--- src/rtl/ctrl_pkg.sv ---
// Shared encodings for the multicycle control path: FSM states, opcodes, and the
// ALU-op / datapath mux selects also consumed by the ALU control decoder.
package ctrl_pkg;

    // State encodings. StReset must stay at zero so state_dbg reads 0 in reset.
    // Codes 14 and 15 are unused and recover to StReset.
    typedef enum logic [3:0] {
        StReset   = 4'd0,
        StFetch   = 4'd1,
        StDecode  = 4'd2,
        StMemAddr = 4'd3,
        StMemRd   = 4'd4,
        StMemWb   = 4'd5,
        StMemWr   = 4'd6,
        StExec    = 4'd7,
        StRwb     = 4'd8,
        StOriExec = 4'd9,
        StIwb     = 4'd10,
        StBranch  = 4'd11,
        StJump    = 4'd12,
        StTrap    = 4'd13
    } state_t;

    // Opcodes (instruction bits [31:26])
    localparam logic [5:0] OP_RTYPE = 6'b000000;
    localparam logic [5:0] OP_LW    = 6'b100011;
    localparam logic [5:0] OP_SW    = 6'b101011;
    localparam logic [5:0] OP_BEQ   = 6'b000100;
    localparam logic [5:0] OP_J     = 6'b000010;
    localparam logic [5:0] OP_ORI   = 6'b001101;

    // alu_op, decoded further by the ALU control unit
    localparam logic [1:0] ALU_ADD   = 2'b00;
    localparam logic [1:0] ALU_SUB   = 2'b01;
    localparam logic [1:0] ALU_FUNCT = 2'b10;
    localparam logic [1:0] ALU_OR    = 2'b11;

    // ALU operand B select
    localparam logic [1:0] SRCB_REG    = 2'b00;
    localparam logic [1:0] SRCB_FOUR   = 2'b01;
    localparam logic [1:0] SRCB_IMM    = 2'b10;
    localparam logic [1:0] SRCB_IMM_SH = 2'b11;

    // Next-PC select
    localparam logic [1:0] PCSRC_ALU    = 2'b00;
    localparam logic [1:0] PCSRC_ALUOUT = 2'b01;
    localparam logic [1:0] PCSRC_JUMP   = 2'b10;

    // True for the two opcodes that go through the address-compute state
    function automatic logic is_mem_op(input logic [5:0] op);
        return (op == OP_LW) || (op == OP_SW);
    endfunction

endpackage

--- src/rtl/multicycle_control_fsm.sv ---
// Main control FSM of the multicycle MIPS-subset core. Moore outputs from the
// state register; the only Mealy terms are ir_write/pc_write gated by mem_ready
// in FETCH so the IR and PC load exactly on the cycle the instruction arrives.
module multicycle_control_fsm
    import ctrl_pkg::*;
(
    input  logic       clk,
    input  logic       rst_n,
    input  logic [5:0] opcode,
    input  logic       mem_ready,
    output logic       pc_write,
    output logic       pc_write_cond,
    output logic       i_or_d,
    output logic       mem_read,
    output logic       mem_write,
    output logic       ir_write,
    output logic       mem_to_reg,
    output logic       reg_dst,
    output logic       reg_write,
    output logic       alu_src_a,
    output logic [1:0] alu_src_b,
    output logic       ext_zero,
    output logic [1:0] alu_op,
    output logic [1:0] pc_source,
    output logic       illegal_op,
    output logic [3:0] state_dbg
);

    state_t state_q, state_d;

    // State register; async reset abandons any in-flight memory access
    always_ff @(posedge clk or negedge rst_n) begin
        if (!rst_n) begin
            state_q <= StReset;
        end else begin
            state_q <= state_d;
        end
    end

    // Next-state: opcode is only looked at in DECODE and MEMADDR
    always_comb begin
        state_d = state_q;
        case (state_q)
            StReset: state_d = StFetch;
            StFetch: begin
                if (mem_ready) state_d = StDecode;
            end
            StDecode: begin
                if (is_mem_op(opcode)) begin
                    state_d = StMemAddr;
                end else begin
                    case (opcode)
                        OP_RTYPE: state_d = StExec;
                        OP_BEQ:   state_d = StBranch;
                        OP_J:     state_d = StJump;
                        OP_ORI:   state_d = StOriExec;
                        default:  state_d = StTrap;
                    endcase
                end
            end
            StMemAddr: begin
                // IR is frozen, so anything but LW/SW here means corrupted state
                if (opcode == OP_LW) begin
                    state_d = StMemRd;
                end else if (opcode == OP_SW) begin
                    state_d = StMemWr;
                end else begin
                    state_d = StTrap;
                end
            end
            StMemRd: begin
                if (mem_ready) state_d = StMemWb;
            end
            StMemWr: begin
                if (mem_ready) state_d = StFetch;
            end
            StExec:    state_d = StRwb;
            StOriExec: state_d = StIwb;
            StMemWb,
            StRwb,
            StIwb,
            StBranch,
            StJump:    state_d = StFetch;
            StTrap:    state_d = StTrap;
            default:   state_d = StReset;
        endcase
    end

    // Output decode; everything defaults low so RESET/TRAP issue no requests
    always_comb begin
        pc_write      = 1'b0;
        pc_write_cond = 1'b0;
        i_or_d        = 1'b0;
        mem_read      = 1'b0;
        mem_write     = 1'b0;
        ir_write      = 1'b0;
        mem_to_reg    = 1'b0;
        reg_dst       = 1'b0;
        reg_write     = 1'b0;
        alu_src_a     = 1'b0;
        alu_src_b     = SRCB_REG;
        ext_zero      = 1'b0;
        alu_op        = ALU_ADD;
        pc_source     = PCSRC_ALU;
        illegal_op    = 1'b0;
        case (state_q)
            StFetch: begin
                // PC + 4 computed every FETCH cycle, committed only on ready
                mem_read  = 1'b1;
                alu_src_b = SRCB_FOUR;
                ir_write  = mem_ready;
                pc_write  = mem_ready;
            end
            StDecode: begin
                // Speculative branch target into ALUOut
                alu_src_b = SRCB_IMM_SH;
            end
            StMemAddr: begin
                alu_src_a = 1'b1;
                alu_src_b = SRCB_IMM;
            end
            StMemRd: begin
                mem_read = 1'b1;
                i_or_d   = 1'b1;
            end
            StMemWb: begin
                reg_write  = 1'b1;
                mem_to_reg = 1'b1;
            end
            StMemWr: begin
                mem_write = 1'b1;
                i_or_d    = 1'b1;
            end
            StExec: begin
                alu_src_a = 1'b1;
                alu_op    = ALU_FUNCT;
            end
            StRwb: begin
                reg_write = 1'b1;
                reg_dst   = 1'b1;
            end
            StOriExec: begin
                alu_src_a = 1'b1;
                alu_src_b = SRCB_IMM;
                ext_zero  = 1'b1;
                alu_op    = ALU_OR;
            end
            StIwb: begin
                reg_write = 1'b1;
            end
            StBranch: begin
                alu_src_a     = 1'b1;
                alu_op        = ALU_SUB;
                pc_write_cond = 1'b1;
                pc_source     = PCSRC_ALUOUT;
            end
            StJump: begin
                pc_write  = 1'b1;
                pc_source = PCSRC_JUMP;
            end
            StTrap: begin
                illegal_op = 1'b1;
            end
            default: begin
            end
        endcase
    end

    assign state_dbg = state_q;

endmodule

--- config.mk ---
export PLATFORM = sky130hd
export DESIGN_NAME = multicycle_control_fsm
export DESIGN_NICKNAME = d
export VERILOG_FILES = /design/src/rtl/ctrl_pkg.sv /design/src/rtl/multicycle_control_fsm.sv
export SDC_FILE = /design/constraint.sdc
export NUM_CORES = 1
export LEC_CHECK = 0
export BUFFER_PORTS_ARGS = -buffer_cell sky130_fd_sc_hd__buf_2
export CORE_MARGIN = 2
export CORE_UTILIZATION = 25
export CTS_BUF_LIST = sky130_fd_sc_hd__clkbuf_8
export CTS_CLUSTER_DIAMETER = 100
export DETAILED_ROUTE_END_ITERATION = 7
export HOLD_SLACK_MARGIN = 0.06
export PLACE_DENSITY = 0.5
export SLEW_MARGIN = 20
export SYNTH_ARGS = -nofsm -noshare
export SYNTH_HDL_FRONTEND = slang
export SYNTH_SLANG_ARGS = --single-unit
--- constraint.sdc ---
create_clock -name clk -period 3.2 [get_ports clk]
set_input_delay 0.64 -clock clk [delete_from_list [all_inputs] [get_ports clk]]
set_output_delay 0.64 -clock clk [all_outputs]
set_load 0.05 [all_outputs]
==> metrics.md, run 1 <==
| Metric | Value |
|---|---|
| Status | `finished, final reports clean` |
| Synthesized area | `532 sq um` |
| Ports | `31` |
| Final core occ | `37.3%` |
| First-pass GRT wire length | `2630 um` |
| Worst reg2reg endpoint | `state_dbg[0]` |
| Area leader, netlist | `dfrtp_1` |
| Critical path's largest stage delay | `0.65 ns` |
| Final WL | `1540 um` |
| TritonCTS clock tree | `built` |
| Max_cap viols | `0` |
| Number of global-route vias before repair | `593` |
| Synth unique cells | `38` |
| Starting Density | `26.8%` |
| Sw Pwr | `0.000582 W` |
| Worst hold path class | `in2async` |
| Layout net count | `113` |
| Die Width | `50.1 um` |
| Post-synth ARST share | `100%` |
| Worst Skew | `0.00343 ns` |
| DRT iter0 DRCs | `7` |
| Die Y-Extent | `50.1 um` |
| Critical Setup Path Class | `reg2out` |
| # DRC | `0` |
| Cell Chain, Critical Path | `nand2b_1 -> nor4b_2 -> or2_1 -> buf_2` |
| Pwr per Cell Area | `1220 mW/mm^2` |
| Fraction of layout cells with a size suffix above 1 | `40.2%` |
| Setup crit start kind | `flop` |
| H-tree levels | `1` |
| Worst Reg-to-Reg Cells | `5` |
| Footprint of the multi-input gates | `399 sq um` |
| Largest delay share family, worst path | `simple AND/OR/NAND/NOR gates` |
| Post-cts resize count | `0` |
| Crit Path Max Fanout | `16` |
| Sw frac | `64.6%` |
| Post-CTS Setup Inserts | `0` |
| Syn_nets | `83` |
| P&R area growth vs syn | `39.1%` |
| Core area | `0.00198 sq mm` |
| Maximum VDD drop | `0.000451 V` |
| Most frequent cell after synthesis | `nor2_1` |
| Most instantiated cells after synthesis | `14 x nor2_1, 5 x nand2_1` |
| Cts hold-fix bufs | `0` |
| Total CTS buffers | `3` |
| Full die area | `0.00251 sq mm` |
| Clk Tree Root Cell | `clkbuf_8` |
| Clock-pin slew on the worst setup and hold paths | `0.03 ns` |
| Grt total ovfl | `0` |
| Seq cells post-synth | `4` |
| Router iterations before antenna repair | `4` |
| Post-synth EDFFs | `0` |
| Max Slew Vio Count | `0` |
| Clock latency on the worst-skew pair | `0.22 ns` |
| Sequential Power Share | `15.2%` |
| Vias after detailed routing | `645` |
| Clock power share | `11.7%` |
| Largest net degree at the start of global routing | `17` |
| FILL cells | `228` |
| Gr usage total | `13.9%` |
| Antenna diode count | `0` |
| Reg area | `100 sq um` |
| Cell count after synthesis | `74` |
| Internal Power | `0.000319 W` |
| IO Port Bufs | `30` |
| Reg-to-reg critical path startpoint | `state_dbg[2]` |
| Yosys top cell area share | `18.8%` |
| Final setup fails | `0` |
| Max Fclk | `400 MHz` |
| R2R setup slack | `1.52 ns` |
| Slew headroom | `65.9%` |
| Clock Sink Count | `4` |
| Max reg flops | `4` |
| Seq/Total Area, Yosys | `18.8%` |
| Ys Warns | `0` |
| Min Tclk post-route | `2.50 ns` |
| Critical-path top delay cell | `dfrtp_1` |
| Unrepaired setup endpoints after global routing | `false` |
| Synth Area per Inst | `7.19 sq um` |
| Detail Route Antenna Nets | `0` |
| Antenna violations before repair | `0` |
| Avg WL per Cell | `12.0 um` |
| Final worst-path cycle share | `78.2%` |
| Setup tns final | `0 ns` |
| Dpl hpwl | `1230 um` |
| Slew @ Worst Pin | `0.511 ns` |
| CTS Buffer Depth | `2` |
| Comb power frac | `73.2%` |
| Levels on crit path | `4` |
| Final Hold Viols | `0` |
| Critical Path AT | `1.86 ns` |
| WP buf/inv | `1` |
| Pleak | `0.358 nW` |
| Area contributors post-synth | `dfrtp_1 19%, nor2_1 9.9%, nand2b_1 4.7%, buf_2 3.8%, nor3_1 3.8%` |
| Row cnt | `16` |
| Req. time, crit path | `2.56 ns` |
| RePlAce Congestion | `0.762` |
| Top_reg_cell synth | `dfrtp_1` |
| Crit. End Element | `output pin` |
| Mean number of vias per cell | `5.00` |
## area by class of cell
cell class,count,share of cell area (%)
Sequential cell,4,13.5
Multi-Input combinational cell,62,54.0
Inverter,2,1.02
Timing Repair Buffer,31,21.3
Clock buffer,3,5.58
Tap cell,27,4.57
## power groups by stage
stage	clock network, W	logic, W	registers, W
5_1_grt	0.000113	0.000705	0.000146
4_1_cts	0.000106	0.000665	0.000137
3_5_place_dp	0	0.000663	0.000137
6_report	0.000105	0.000659	0.000136
2_1_floorplan	0	0.000521	0.000150
3_3_place_gp	0	0.000663	0.000137
## routing by layer
layer  part of all wire, %  up-vias  wire length, um  GRT usage [%]
met5                     0        -                0              0
met1                    43      302              670           17.3
li1                      -      324                -              -
met2                    51       17              780           22.6
met3                   5.0        2               77           3.33
met4                   1.0        0               16           5.56
## kinds of logic (layout without fill, tap and decap cells)
family                    after synthesis  after routing  synth area share (%)
and+or+nand+nor                        40             40                  39.5
AOI/OAI and AO/OA                      18             18                  25.9
buffers and inverters                   8             36                  8.71
DFF                                     4              4                  18.8
xor gates and xnor gates                3              3                  4.94
muxes                                   1              1                  2.12
## metrics by stage
| stage | std cells | power [W] | hold WS (ns) | worst slack, ns | instance area (sq um) |
|---|---|---|---|---|---|
| floorplan | 74 | 0.000671 | 0.344 | 0.108 | 546 |
| global placement | 126 | 0.000800 | 0.446 | 0.990 | 698 |
| detailed placement | 126 | 0.000800 | 0.448 | 0.929 | 698 |
| CTS | 129 | 0.000907 | 0.222 | 0.688 | 739 |
| global route | 129 | 0.000963 | 0.223 | 0.526 | 739 |
| finish | 129 | 0.000901 | 0.219 | 0.698 | 739 |
## placed cells by master (no fill, tap or decap), drive strengths merged
master / count
o21ai: 2
or4: 1
or2: 3
a31oi: 1
xnor2: 2
nand3: 2
nand2: 5
o21a: 1
a21boi: 1
o211a: 1
nand4b: 1
nor2b: 1
o31ai: 1
nand2b: 4
nor3: 4
nor2: 14
inv: 2
xor2: 1
or4b: 1
a211oi: 2
nor3b: 1
o22ai: 3
buf: 31
o22a: 1
a21o: 1
o32ai: 1
nor4b: 1
dfrtp: 4
a21oi: 1
clkbuf: 3
mux2: 1
or3: 1
and2: 1
o41ai: 1
a32oi: 1
## worst max-delay path by stage
stage | start | to | slack [ns]
finish | state_dbg[0] | pc_write | 0.70
global route | state_dbg[0] | pc_write | 0.53
CTS | state_dbg[0] | pc_write | 0.69
detailed placement | state_dbg[0] | pc_write | 0.93
global placement | state_dbg[0] | pc_write | 0.99
floorplan | state_dbg[0] | pc_write | 0.11
Note: power is estimated with default switching activity, not from simulation.
==> run 2: changes to the inputs <==
clock period = 2.49 ns   (was 3.2 ns; I/O delays follow)
==> metrics.md, run 2 (synthesized netlist as in run 1, its figures left out) <==
| Metric | Value |
|---|---|
| Status | `finished, final reports clean (unchanged)` |
| Clock latency on the worst-skew pair | `0.22 ns (about the same)` |
| Post-cts resize count | `0 (unchanged)` |
| Commonest non-fill, non-tap cells in the layout | `30 x buf_2, 13 x nor2_1, 5 x nand2_1, 4 x nand2b_1 (was 30 x buf_2, 13 x nor2_1, 5 x nand2_1, 4 x nand2b_1, 4 x dfrtp_1)` |
| Max_cap viols | `0 (unchanged)` |
| Clock Sink Count | `4 (unchanged)` |
| Final worst-path cycle share | `91.3%` |
| Pleak | `0.376 nW (was 0.358 nW)` |
| DRT iter0 DRCs | `16 (was 7)` |
| Maximum VDD drop | `0.000553 V (was 0.000451 V)` |
| Core area | `0.00198 sq mm (unchanged)` |
| Antenna diode count | `0 (unchanged)` |
| Max reg flops | `4 (unchanged)` |
| Final setup fails | `0 (unchanged)` |
| Setup crit start kind | `flop (unchanged)` |
| Busiest grt layer | `met2 (unchanged)` |
| Grt met2 use | `24.1% (was 22.6%)` |
| IO Port Bufs | `30 (unchanged)` |
| Final std cell area, no fill | `785 sq um (was 739 sq um)` |
| Clk Tree Root Cell | `clkbuf_8 (unchanged)` |
| Antenna violations before repair | `0 (unchanged)` |
| Mean number of vias per cell | `4.82 (was 5.00)` |
| Placed inst area | `739 sq um (was 698 sq um)` |
| Critical Path AT | `1.78 ns (was 1.86 ns)` |
| Number of global-route vias before repair | `606 (was 593)` |
| Final Hold Viols | `0 (unchanged)` |
| Reg area | `103 sq um (was 100 sq um)` |
| Post-CTS Setup Inserts | `0 (unchanged)` |
| Footprint of the multi-input gates | `430 sq um (was 399 sq um)` |
| FILL cells | `215 (was 228)` |
| Slew headroom | `76.5% (was 65.9%)` |
| Min Tclk post-route | `2.27 ns` |
| Most common cell after layout, fill and taps aside | `buf_2 (unchanged)` |
| RePlAce Congestion | `0.720 (was 0.762)` |
| # DRC | `0 (unchanged)` |
| TritonCTS clock tree | `built (unchanged)` |
| Die Width | `50.1 um (unchanged)` |
| Setup tns final | `0 ns (unchanged)` |
| Row cnt | `16 (unchanged)` |
| Critical Setup Path Class | `reg2out (unchanged)` |
| Worst Skew | `0.00850 ns (was 0.00343 ns)` |
| Avg WL per Cell | `12.6 um (was 12.0 um)` |
| First-pass GRT wire length | `2810 um (was 2630 um)` |
| Full die area | `0.00251 sq mm (unchanged)` |
| Crit. End Element | `output pin (unchanged)` |
| Met3 global-route usage | `1.82% (was 3.33%)` |
| Grt total ovfl | `0 (unchanged)` |
| CTS Buffer Depth | `2 (unchanged)` |
| Clock-pin slew on the worst setup and hold paths | `0.04 ns (was 0.03 ns)` |
| Vias after detailed routing | `631 (was 645)` |
| Fraction of layout cells with a size suffix above 1 | `45.2% (was 40.2%)` |
| Gr usage total | `14.3% (was 13.9%)` |
| Max Slew Vio Count | `0 (unchanged)` |
| Crit Path Max Fanout | `16 (unchanged)` |
| Largest net degree at the start of global routing | `17 (unchanged)` |
| Starting Density | `26.8% (unchanged)` |
| Detail Route Antenna Nets | `0 (unchanged)` |
| Final WL | `1660 um (was 1540 um)` |
| Die Y-Extent | `50.1 um (unchanged)` |
| Ports | `31 (unchanged)` |
| Router iterations before antenna repair | `4 (unchanged)` |
| Req. time, crit path | `1.99 ns (was 2.56 ns)` |
| Met1 usage | `18.7% (was 17.3%)` |
| P&R area growth vs syn | `47.5% (was 39.1%)` |
| Dpl hpwl | `1260 um (was 1230 um)` |
| Total CTS buffers | `3 (unchanged)` |
| Layout net count | `114 (was 113)` |
| Cts hold-fix bufs | `0 (unchanged)` |
| Final core occ | `39.6% (was 37.3%)` |
| Slew @ Worst Pin | `0.353 ns (was 0.511 ns)` |
| Unrepaired setup endpoints after global routing | `false (unchanged)` |
| H-tree levels | `1 (unchanged)` |
| Worst hold path class | `in2async (unchanged)` |
| Pwr per Cell Area | `1550 mW/mm^2 (was 1220 mW/mm^2)` |
| Max Fclk | `440 MHz` |
run 2: path summary, 6_finish.rpt:
check	from	end	slack (ns)	depth (start not counted)
max	state_dbg[0]	pc_write	0.22	4
min	rst_n	state_dbg[0]	0.08	1
max reg2reg	state_dbg[2]	state_dbg[0]	0.73	5
min reg2reg	state_dbg[3]	state_dbg[3]	0.73	2
max in group asynchronous	rst_n	state_dbg[3]	2.28	1
min in group clk	opcode[2]	state_dbg[3]	0.62	3
run 2: area by class of cell:
class	instances	area share, %
Clock buffer	3	5.26
Clock inverter	1	0.478
Inverter	2	0.957
Multi-Input combinational cell	62	54.9
Sequential cell	4	13.1
Tap cell	27	4.31
Timing Repair Buffer	32	21.1
run 2: stage by stage:
step | std cells | hold WS, ns | total power (W) | worst slack, ns
3_5_place_dp | 127 | 0.309 | 0.00108 | 0.441
6_report | 131 | 0.0759 | 0.00122 | 0.217
4_1_cts | 131 | 0.0791 | 0.00122 | 0.203
3_3_place_gp | 127 | 0.310 | 0.00108 | 0.442
2_1_floorplan | 74 | 0.202 | 0.000901 | -0.124
5_1_grt | 131 | 0.0777 | 0.00129 | 0.0657
run 2: power by group:
group	internal, W	switching, W	leakage (nW)
Sequential	0.0000914	0.0000847	0.0480
Combinational	0.000236	0.000662	0.302
Clock	0.000105	0.0000366	0.0269
Total	0.000433	0.000783	0.376
run 2: critical path, stage by stage (launching register included):
cell and delay, ns:
dfrtp_2 0.57, nand2b_1 0.28, nor4b_4 0.32, or2_1 0.13
buf_2 0.25
run 2: per-layer routing:
metal  share of wire, %  vias to the layer above
met5                  0                        -
met4                  0                        0
met3                2.9                        0
met2                 51                       15
met1                 46                      290
li1                   -                      326
